[src/rtl/compare_seq_ctrl.sv]
// rtl/compare_seq_ctrl.sv - nibble-serial wide magnitude compare sequencer (optional macro COMPARE_SIGNED_EN)

module compare_4bit (
    input  logic [3:0] a,
    input  logic [3:0] b,
    output logic       eq,
    output logic       gt,
    output logic       lt
);

    // Single-slice unsigned magnitude comparison
    always_comb begin
        eq = (a == b);
        gt = (a > b);
        lt = (a < b);
    end

endmodule

module compare_seq_ctrl #(
    parameter int WIDTH = 32
) (
    input  logic             clk_i,
    input  logic             rst_i,
    input  logic             start_valid_i,
    output logic             start_ready_o,
    input  logic [WIDTH-1:0] a_i,
    input  logic [WIDTH-1:0] b_i,
    output logic             result_valid_o,
    input  logic             result_ready_i,
    output logic             equal_o,
    output logic             alarger_o,
    output logic             blarger_o,
    output logic             busy_o
);

    localparam int NIBBLES = WIDTH / 4;
    localparam int IDX_W   = (NIBBLES > 1) ? $clog2(NIBBLES) : 1;

    typedef enum logic [1:0] {
        IDLE = 2'd0,
        RUN  = 2'd1,
        DONE = 2'd2
    } state_t;

    state_t             state_q;
    state_t             state_d;
    logic [WIDTH-1:0]   a_q;
    logic [WIDTH-1:0]   b_q;
    logic [WIDTH-1:0]   a_cmp;
    logic [WIDTH-1:0]   b_cmp;
    logic [IDX_W-1:0]   idx_q;
    logic               eq_q;
    logic               agt_q;
    logic               blt_q;
    logic [3:0]         a_nib;
    logic [3:0]         b_nib;
    logic               nib_eq;
    logic               nib_gt;
    logic               nib_lt;

`ifdef COMPARE_SIGNED_EN
    // Flipping the sign bit maps two's complement ordering onto unsigned ordering
    assign a_cmp = {~a_q[WIDTH-1], a_q[WIDTH-2:0]};
    assign b_cmp = {~b_q[WIDTH-1], b_q[WIDTH-2:0]};
`else
    assign a_cmp = a_q;
    assign b_cmp = b_q;
`endif

    // Route the nibble selected by idx to the shared comparator slice
    always_comb begin
        a_nib = 4'h0;
        b_nib = 4'h0;
        for (int i = 0; i < NIBBLES; i++) begin
            if (idx_q == IDX_W'(i)) begin
                a_nib = a_cmp[4*i +: 4];
                b_nib = b_cmp[4*i +: 4];
            end
        end
    end

    compare_4bit u_cmp (
        .a  (a_nib),
        .b  (b_nib),
        .eq (nib_eq),
        .gt (nib_gt),
        .lt (nib_lt)
    );

    // State register
    always_ff @(posedge clk_i or posedge rst_i) begin
        if (rst_i) begin
            state_q <= IDLE;
        end else begin
            state_q <= state_d;
        end
    end

    // Next-state and handshake outputs; stray encodings recover to IDLE
    always_comb begin
        state_d        = state_q;
        start_ready_o  = 1'b0;
        result_valid_o = 1'b0;
        busy_o         = 1'b0;
        case (state_q)
            IDLE: begin
                start_ready_o = 1'b1;
                if (start_valid_i) begin
                    state_d = RUN;
                end
            end
            RUN: begin
                busy_o = 1'b1;
                if (!nib_eq || (idx_q == '0)) begin
                    state_d = DONE;
                end
            end
            DONE: begin
                busy_o         = 1'b1;
                result_valid_o = 1'b1;
                if (result_ready_i) begin
                    state_d = IDLE;
                end
            end
            default: begin
                state_d = IDLE;
            end
        endcase
    end

    // Operand capture, nibble walk and result flag registers
    always_ff @(posedge clk_i or posedge rst_i) begin
        if (rst_i) begin
            a_q   <= '0;
            b_q   <= '0;
            idx_q <= '0;
            eq_q  <= 1'b0;
            agt_q <= 1'b0;
            blt_q <= 1'b0;
        end else begin
            case (state_q)
                IDLE: begin
                    if (start_valid_i) begin
                        a_q   <= a_i;
                        b_q   <= b_i;
                        idx_q <= IDX_W'(NIBBLES - 1);
                        eq_q  <= 1'b0;
                        agt_q <= 1'b0;
                        blt_q <= 1'b0;
                    end
                end
                RUN: begin
                    if (!nib_eq) begin
                        eq_q  <= 1'b0;
                        agt_q <= nib_gt;
                        blt_q <= nib_lt;
                    end else if (idx_q == '0) begin
                        eq_q  <= 1'b1;
                    end else begin
                        idx_q <= idx_q - IDX_W'(1);
                    end
                end
                default: begin
                end
            endcase
        end
    end

    assign equal_o   = eq_q;
    assign alarger_o = agt_q;
    assign blarger_o = blt_q;

endmodule

[config.mk]
export PLATFORM = sky130hd
export DESIGN_NAME = compare_seq_ctrl
export DESIGN_NICKNAME = d
export VERILOG_FILES = /design/src/rtl/compare_seq_ctrl.sv
export SDC_FILE = /design/constraint.sdc
export NUM_CORES = 1
export LEC_CHECK = 0
export ABC_CLOCK_PERIOD_IN_PS = 3100
export BUFFER_PORTS_ARGS = -buffer_cell sky130_fd_sc_hd__buf_2
export CORE_MARGIN = 3
export CORE_UTILIZATION = 30
export CTS_BUF_LIST = sky130_fd_sc_hd__clkbuf_4 sky130_fd_sc_hd__clkbuf_8
export CTS_CLUSTER_DIAMETER = 60
export DETAILED_ROUTE_END_ITERATION = 12
export PLACE_DENSITY_LB_ADDON = 0.1
export SLEW_MARGIN = 20
export SYNTH_ARGS = -nofsm -noshare
export SYNTH_HDL_FRONTEND = slang
export SYNTH_SLANG_ARGS = --single-unit
[constraint.sdc]
create_clock -name clk_i -period 3.1 [get_ports clk_i]
set_input_delay 0.31 -clock clk_i [delete_from_list [all_inputs] [get_ports clk_i]]
set_output_delay 0.31 -clock clk_i [all_outputs]
set_load 0.01 [all_outputs]
==> flow_metrics.py, run 1 <==
metrics = {
    "global_route": {
        "antenna_found_initial": 0,
        "grt.overflow.total": 0,
        "grt_max_degree": 44,
        "grt_pass1_vias": 2720,
        "grtUsageTotal": 0.1380,
        "grt_pass1_wl_um": 14080,
    },
    "routing": {
        "drt-wirelength-per-cell_um": 16.38,
        "routed.top_layer": "met4",
        "first_pass_iters": 4,
        "wl_met1_um": 4218,
        "viasPerCell": 4.862,
        "route.met2.wl_um": 3934,
        "antenna_left": 0,
        "drc": 0,
        "vias": 2577,
        "drt_wl_total_um": 8684,
        "dr_wl_met3_um": 439,
        "drt-initial-drc-count": 98,
    },
    "timing": {
        "finalSetupViolCount": 0,
        "fmax_mhz": 349.7,
        "clock_skew_ns": 0.009007,
        "min_period_over_period": 0.9226,
        "timing.setup.tns_ns": 0,
        "hold_viol": 0,
        "grt_setup_unrepaired": "false",
        "worst_hold_slack_ns": 0.05021,
        "tightest_slew_ns": 0.7048,
        "fin_crit_ns": 2.860,
        "maxSlewViolCount": 0,
        "slew_headroom": 0.5294,
    },
    "worst_setup_path": {
        "path_max_fanout": 18,
        "rrSetupSlack_ns": 0.24,
        "r2r_end": "state_q[0]",
        "arrival_ns": 3.12,
        "timing.rr.start": "idx_q[1]",
        "reg2regPathDepth": 12,
        "path_class": "reg -> reg",
        "worst_setup_path_start_kind": "flop",
        "cp-end-kind": "flop",
        "worst-endpoint-required_ns": 3.36,
    },
    "synthesis": {
        "syn_nets": 385,
        "syn-cell-area_um2": 3662,
        "async_flop_share": 1.000,
        "ys_seq_elements": 72,
        "ys_seq_area_frac": 0.4920,
        "yosys_warnings": 0,
        "synth_edf_count": 0,
        "yosysUniqueCellTypes": 45,
        "syn_inst": 305,
        "syn_avg_cell_area_um2": 12.01,
        "synth_ff_type": "dfrtp_1",
    },
    "power": {
        "p_int_uw": 2591,
        "leakage_uw": 0.001992,
        "pwr_density_cell_nw_per_um2": 949.6,
        "ir_drop_v": 0.0004459,
        "p_comb_frac": 0.428,
        "switchingPower_uw": 1591,
        "total_power_uw": 4182,
        "p_clk_frac": 0.161,
        "pwr-share-seq": 0.411,
        "swShare": 0.3804,
    },
    "clocking": {
        "clk-insertion-delay-late_ns": 0.36,
        "root_buffer": "clkbuf_8",
        "clock-sinks": 72,
        "cts_buffer_depth": 2,
        "ctsHoldBuffers": 0,
        "htree_levels": 3,
        "cts_tree": "built",
        "cts_inserted_buffers": 9,
        "path_clk_slew_ns": 0.08,
    },
    "floorplanning": {
        "core_um2": 11660,
        "die_area_um2": 13570,
        "start_util": 0.3140,
        "ios": 74,
        "die_x_um": 116.5,
        "fp.dieH_um": 116.5,
        "row_count": 39,
    },
    "placed_design": {
        "portBuffers": 73,
        "place.gp.congestion": 0.7339,
        "place_hpwl_um": 6409,
        "dp_cells": 514,
    },
    "hold_path": {
        "hold_path_class": "in -> async",
    },
    "flow_run": {
        "max_cap_viol_count": 0,
    },
    "outcome": {
        "status": "complete, no violations",
    },
    "layout": {
        "area_growth_pct": 20.26,
        "final_nets": 462,
        "final_cells": 530,
        "antenna_cells": 0,
        "final_layout_size_suffix_gt1_frac": 0.3101,
    },
}
## power by group through the flow
stage / sequential [µW] / combinational, µW / clock, µW
2_1_floorplan: 1610 / 1420 / 0
3_3_place_gp: 1750 / 1790 / 0
3_5_place_dp: 1750 / 1810 / 0
4_1_cts: 1730 / 1830 / 707
5_1_grt: 1780 / 2040 / 742
6_report: 1720 / 1790 / 672
## synthesized netlist by cell type (4+ instances only)
cell,number,area (µm²)
buf_2,14,70.07
a221oi_2,4,60.06
a21oi_1,12,60.06
nand2_1,28,105.1
nor2_1,17,63.81
mux2_1,64,720.7
o21ai_0,7,35.03
ha_1,12,150.1
nor2b_1,8,50.05
o221ai_1,4,35.03
dfrtp_1,72,1802
inv_1,11,41.29
## kinds of logic (layout without fill, tap and decap cells)
family          after synthesis  count (layout)  synth area share
flops                        72              72            0.4920
buf+inv                      31             113           0.04373
fa+ha+maj                    12              12           0.04100
mux                          68              68            0.2081
simple gates                 62              62           0.07893
compound gates               60              60            0.1363
## stage by stage
step | setup WS, ns | utilization | instance area (µm²)
2_1_floorplan | 0.4527 | - | 3662
3_3_place_gp | 0.3197 | 0.3618 | 4219
3_5_place_dp | 0.2401 | 0.3618 | 4219
4_1_cts | 0.2193 | 0.3766 | 4392
5_1_grt | 0.02365 | 0.3776 | 4404
6_report | 0.2401 | 0.3776 | 4404
## placed cells by master, fill, tap and decap left out, types with 4 or more instances in the layout
| master | synthesis | routed |
|---|---|---|
| a21oi_1 | 12 | 12 |
| a221oi_2 | 4 | 4 |
| buf_2 | 14 | 73 |
| buf_4 | 1 | 9 |
| clkbuf_8 | 0 | 10 |
| clkinv_2 | 0 | 4 |
| dfrtp_1 | 72 | 71 |
| ha_1 | 12 | 12 |
| inv_1 | 11 | 10 |
| mux2_1 | 64 | 64 |
| nand2_1 | 28 | 28 |
| nor2_1 | 17 | 17 |
| nor2b_1 | 8 | 8 |
| o21ai_0 | 7 | 7 |
| o221ai_1 | 4 | 4 |
## worst max path at each step
stage	cells past startpoint	slack, ns	to	from
finish	12	0.24	state_q[0]	idx_q[1]
detailed placement	12	0.24	state_q[0]	idx_q[0]
CTS	12	0.22	state_q[0]	idx_q[0]
floorplan	13	0.45	state_q[0]	idx_q[0]
global placement	12	0.32	state_q[0]	idx_q[1]
global route	12	0.02	state_q[0]	idx_q[1]
## final cells by class
cell class | instances | area (µm²)
clock buffers | 12 | 152.6
clock inverters | 4 | 20.02
fillers | 1173 | 7258
inverters | 12 | 45.04
multi-input cells | 202 | 1712
flip-flops and latches | 72 | 1803
well taps | 143 | 178.9
repair buffers | 85 | 493.0
## critical path, stage by stage, from the launching register on
cell and delay [ns]:
dfrtp_1 0.41, inv_1 0.09, ha_1 0.25, buf_12 0.18
and3b_1 0.22, a211oi_2 0.04, a2111oi_0 0.42, a21oi_1 0.09
ha_1 0.32, nand4_1 0.17, o32ai_4 0.32, nor2_1 0.07
o22a_1 0.18
## sequential cells by signal (all words and copies together), names as in the netlist
register and cells:
idx_q 3, b_cmp 32, blarger_o 1, equal_o 1, state_q 2, alarger_o 1, a_cmp 32
## metal layers
| layer | track usage | vias to the layer above |
|---|---|---|
| met5 | 0 | - |
| met4 | 0.04254 | 0 |
| met3 | 0.04974 | 7 |
| met2 | 0.2113 | 68 |
| met1 | 0.1833 | 1250 |
| li1 | - | 1252 |
## repair_timing
item	4_1_cts	5_1_grt
endpoints found under the setup margin	0	2
setup buffers	0	0
gates resized for setup	0	2
hold endpoints to repair	0	0
No activity file was read; power rests on OpenSTA's default activity.
==> inputs of run 2 (changes only) <==
- CTS_BUF_LIST: sky130_fd_sc_hd__clkbuf_4 sky130_fd_sc_hd__clkbuf_8 -> sky130_fd_sc_hd__clkbuf_8 sky130_fd_sc_hd__clkbuf_16
- HOLD_SLACK_MARGIN: not set -> 0.03
- SETUP_SLACK_MARGIN: not set -> 0.3
==> run 2 against run 1 <==
- non-clock buffer count up 6
- critical path depth unchanged
- register-to-register slack better by 0.12 ns
- clock power up 39%
- sequential share of layout area down 2.4 points
- combinational power up 13%
==> flow_metrics.py, run 2 (synthesized netlist as in run 1, its figures left out) <==
metrics = {
    "outcome": {
        "status": "complete, no violations",
    },
    "global_route": {
        "use_met1": 0.1875,
        "grtUsageTotal": 0.1399,
        "grt_max_degree": 44,
        "gr-usage-met3": 0.04974,
        "grt_pass1_vias": 2752,
        "grt-busiest-layer": "met2",
        "antenna_found_initial": 0,
        "grt_use_met2": 0.2117,
        "grt_pass1_wl_um": 14290,
        "grt.overflow.total": 0,
    },
    "floorplanning": {
        "fp.dieH_um": 116.5,
        "die_x_um": 116.5,
        "start_util": 0.3140,
        "die_area_um2": 13570,
        "row_count": 39,
        "core_um2": 11660,
        "ios": 74,
    },
    "layout": {
        "seq_area_um2": 1803,
        "layout_commonest_cell": "buf_2",
        "final_layout_size_suffix_gt1_frac": 0.3528,
        "final_cells": 537,
        "final_nets": 469,
        "final_cell_mix": "buf_2, dfrtp_1, mux2_1",
        "layout.cell_area.non_filler_um2": 4681,
        "area_growth_pct": 27.81,
        "multi_input_area_um2": 1828,
        "post-route-util": 0.4014,
        "fillers": 1157,
        "antenna_cells": 0,
    },
    "timing": {
        "tightest_slew_ns": 0.7077,
        "min_period_over_period": 0.8822,
        "maxSlewViolCount": 0,
        "hold_viol": 0,
        "finalSetupViolCount": 0,
        "slew_headroom": 0.5275,
        "clock_skew_ns": 0.004100,
        "fin_crit_ns": 2.735,
        "setup_ws_ns": 0.3650,
        "fmax_mhz": 365.6,
        "grt_setup_unrepaired": "true",
        "timing.setup.tns_ns": 0,
    },
    "power": {
        "leakage_uw": 0.002077,
        "swShare": 0.3683,
        "pwr-share-seq": 0.368,
        "p_int_uw": 2958,
        "pwr_density_cell_nw_per_um2": 1000,
        "p_clk_frac": 0.200,
        "p_comb_frac": 0.432,
        "switchingPower_uw": 1724,
        "ir_drop_v": 0.0004320,
    },
    "clocking": {
        "cts_inserted_buffers": 9,
        "htree_levels": 3,
        "root_buffer": "clkbuf_16",
        "clk-insertion-delay-late_ns": 0.34,
        "clock-sinks": 72,
        "path_clk_slew_ns": 0.06,
        "cts_buffer_depth": 2,
        "cts_tree": "built",
    },
    "worst_setup_path": {
        "path_class": "reg -> reg",
        "worst_setup_path_start_kind": "flop",
        "r2r_end": "state_q[0]",
        "reg2regPathDepth": 12,
        "arrival_ns": 2.96,
        "worst-endpoint-required_ns": 3.32,
        "path_max_fanout": 8,
        "cp-end-kind": "flop",
        "rrSetupSlack_ns": 0.37,
        "timing.rr.start": "idx_q[0]",
    },
    "routing": {
        "vias": 2622,
        "antenna_left": 0,
        "viasPerCell": 4.883,
        "drt-wirelength-per-cell_um": 16.74,
        "drt_wl_total_um": 8988,
        "first_pass_iters": 4,
        "drc": 0,
        "drt-initial-drc-count": 126,
    },
    "placed_design": {
        "placed_area_um2": 4219,
        "portBuffers": 73,
        "place.gp.congestion": 0.7339,
        "dp_slack_ns": 0.2401,
        "place_hpwl_um": 6409,
        "dp_cells": 514,
    },
    "hold_path": {
        "hold_path_class": "in -> async",
    },
    "flow_run": {
        "max_cap_viol_count": 0,
    },
}
## run 2: cell type report
class / count / share of cell area
well taps: 143 / 0.03823
clock buffers: 10 / 0.05106
flip-flops and latches: 72 / 0.3852
clock inverters: 6 / 0.005881
multi-input cells: 203 / 0.3905
repair buffers: 91 / 0.1190
inverters: 12 / 0.01016
## run 2: what timing repair did
| action | in CTS | in global routing |
|---|---|---|
| setup endpoints to repair | 5 | 7 |
| hold buffers | 0 | 0 |
| resized for setup | 3 | 25 |
| endpoints found under the hold margin | 0 | 0 |
| gates cloned | 0 | 1 |
| setup buffers | 3 | 3 |
| pin swaps | 2 | 12 |
## run 2: critical path: stages, from the launching register on
cell,delay (ns)
dfrtp_2,0.42
inv_4,0.07
ha_4,0.16
nor2b_4,0.12
buf_6,0.13
a221oi_2,0.22
o221ai_1,0.16
a22o_1,0.30
ha_4,0.29
nand4_1,0.18
o32ai_4,0.33
nor2_1,0.08
o22a_1,0.16
## run 2: worst max-delay path by stage
| stage | depth (start not counted) | slack, ns | endpoint | from |
|---|---|---|---|---|
| 2_1_floorplan | 13 | 0.45 | state_q[0] | idx_q[0] |
| 3_3_place_gp | 12 | 0.32 | state_q[0] | idx_q[1] |
| 3_5_place_dp | 12 | 0.24 | state_q[0] | idx_q[0] |
| 4_1_cts | 11 | 0.30 | state_q[0] | idx_q[0] |
| 5_1_grt | 12 | 0.19 | state_q[0] | idx_q[0] |
| 6_report | 12 | 0.37 | state_q[0] | idx_q[0] |
## run 2: per-stage QoR
stage               hold WS, ns  total power, µW
floorplan                0.4417             3021
global placement         0.4683             3540
detailed placement       0.4743             3559
CTS                     0.09583             4554
global route             0.1380             5052
finish                  0.08357             4682
## run 2: per-layer routing
| layer | wire length, µm | vias to the layer above |
|---|---|---|
| li1 | - | 1271 |
| met1 | 4381 | 1284 |
| met2 | 4086 | 55 |
| met3 | 390 | 12 |
| met4 | 129 | 0 |
| met5 | 0 | - |
## run 2: power groups by stage
stage / Combinational [µW] / Sequential (µW) / Clock (µW)
2_1_floorplan: 1420 / 1610 / 0
3_3_place_gp: 1790 / 1750 / 0
3_5_place_dp: 1810 / 1750 / 0
4_1_cts: 1860 / 1730 / 966
5_1_grt: 2270 / 1780 / 1010
6_report: 2020 / 1720 / 936
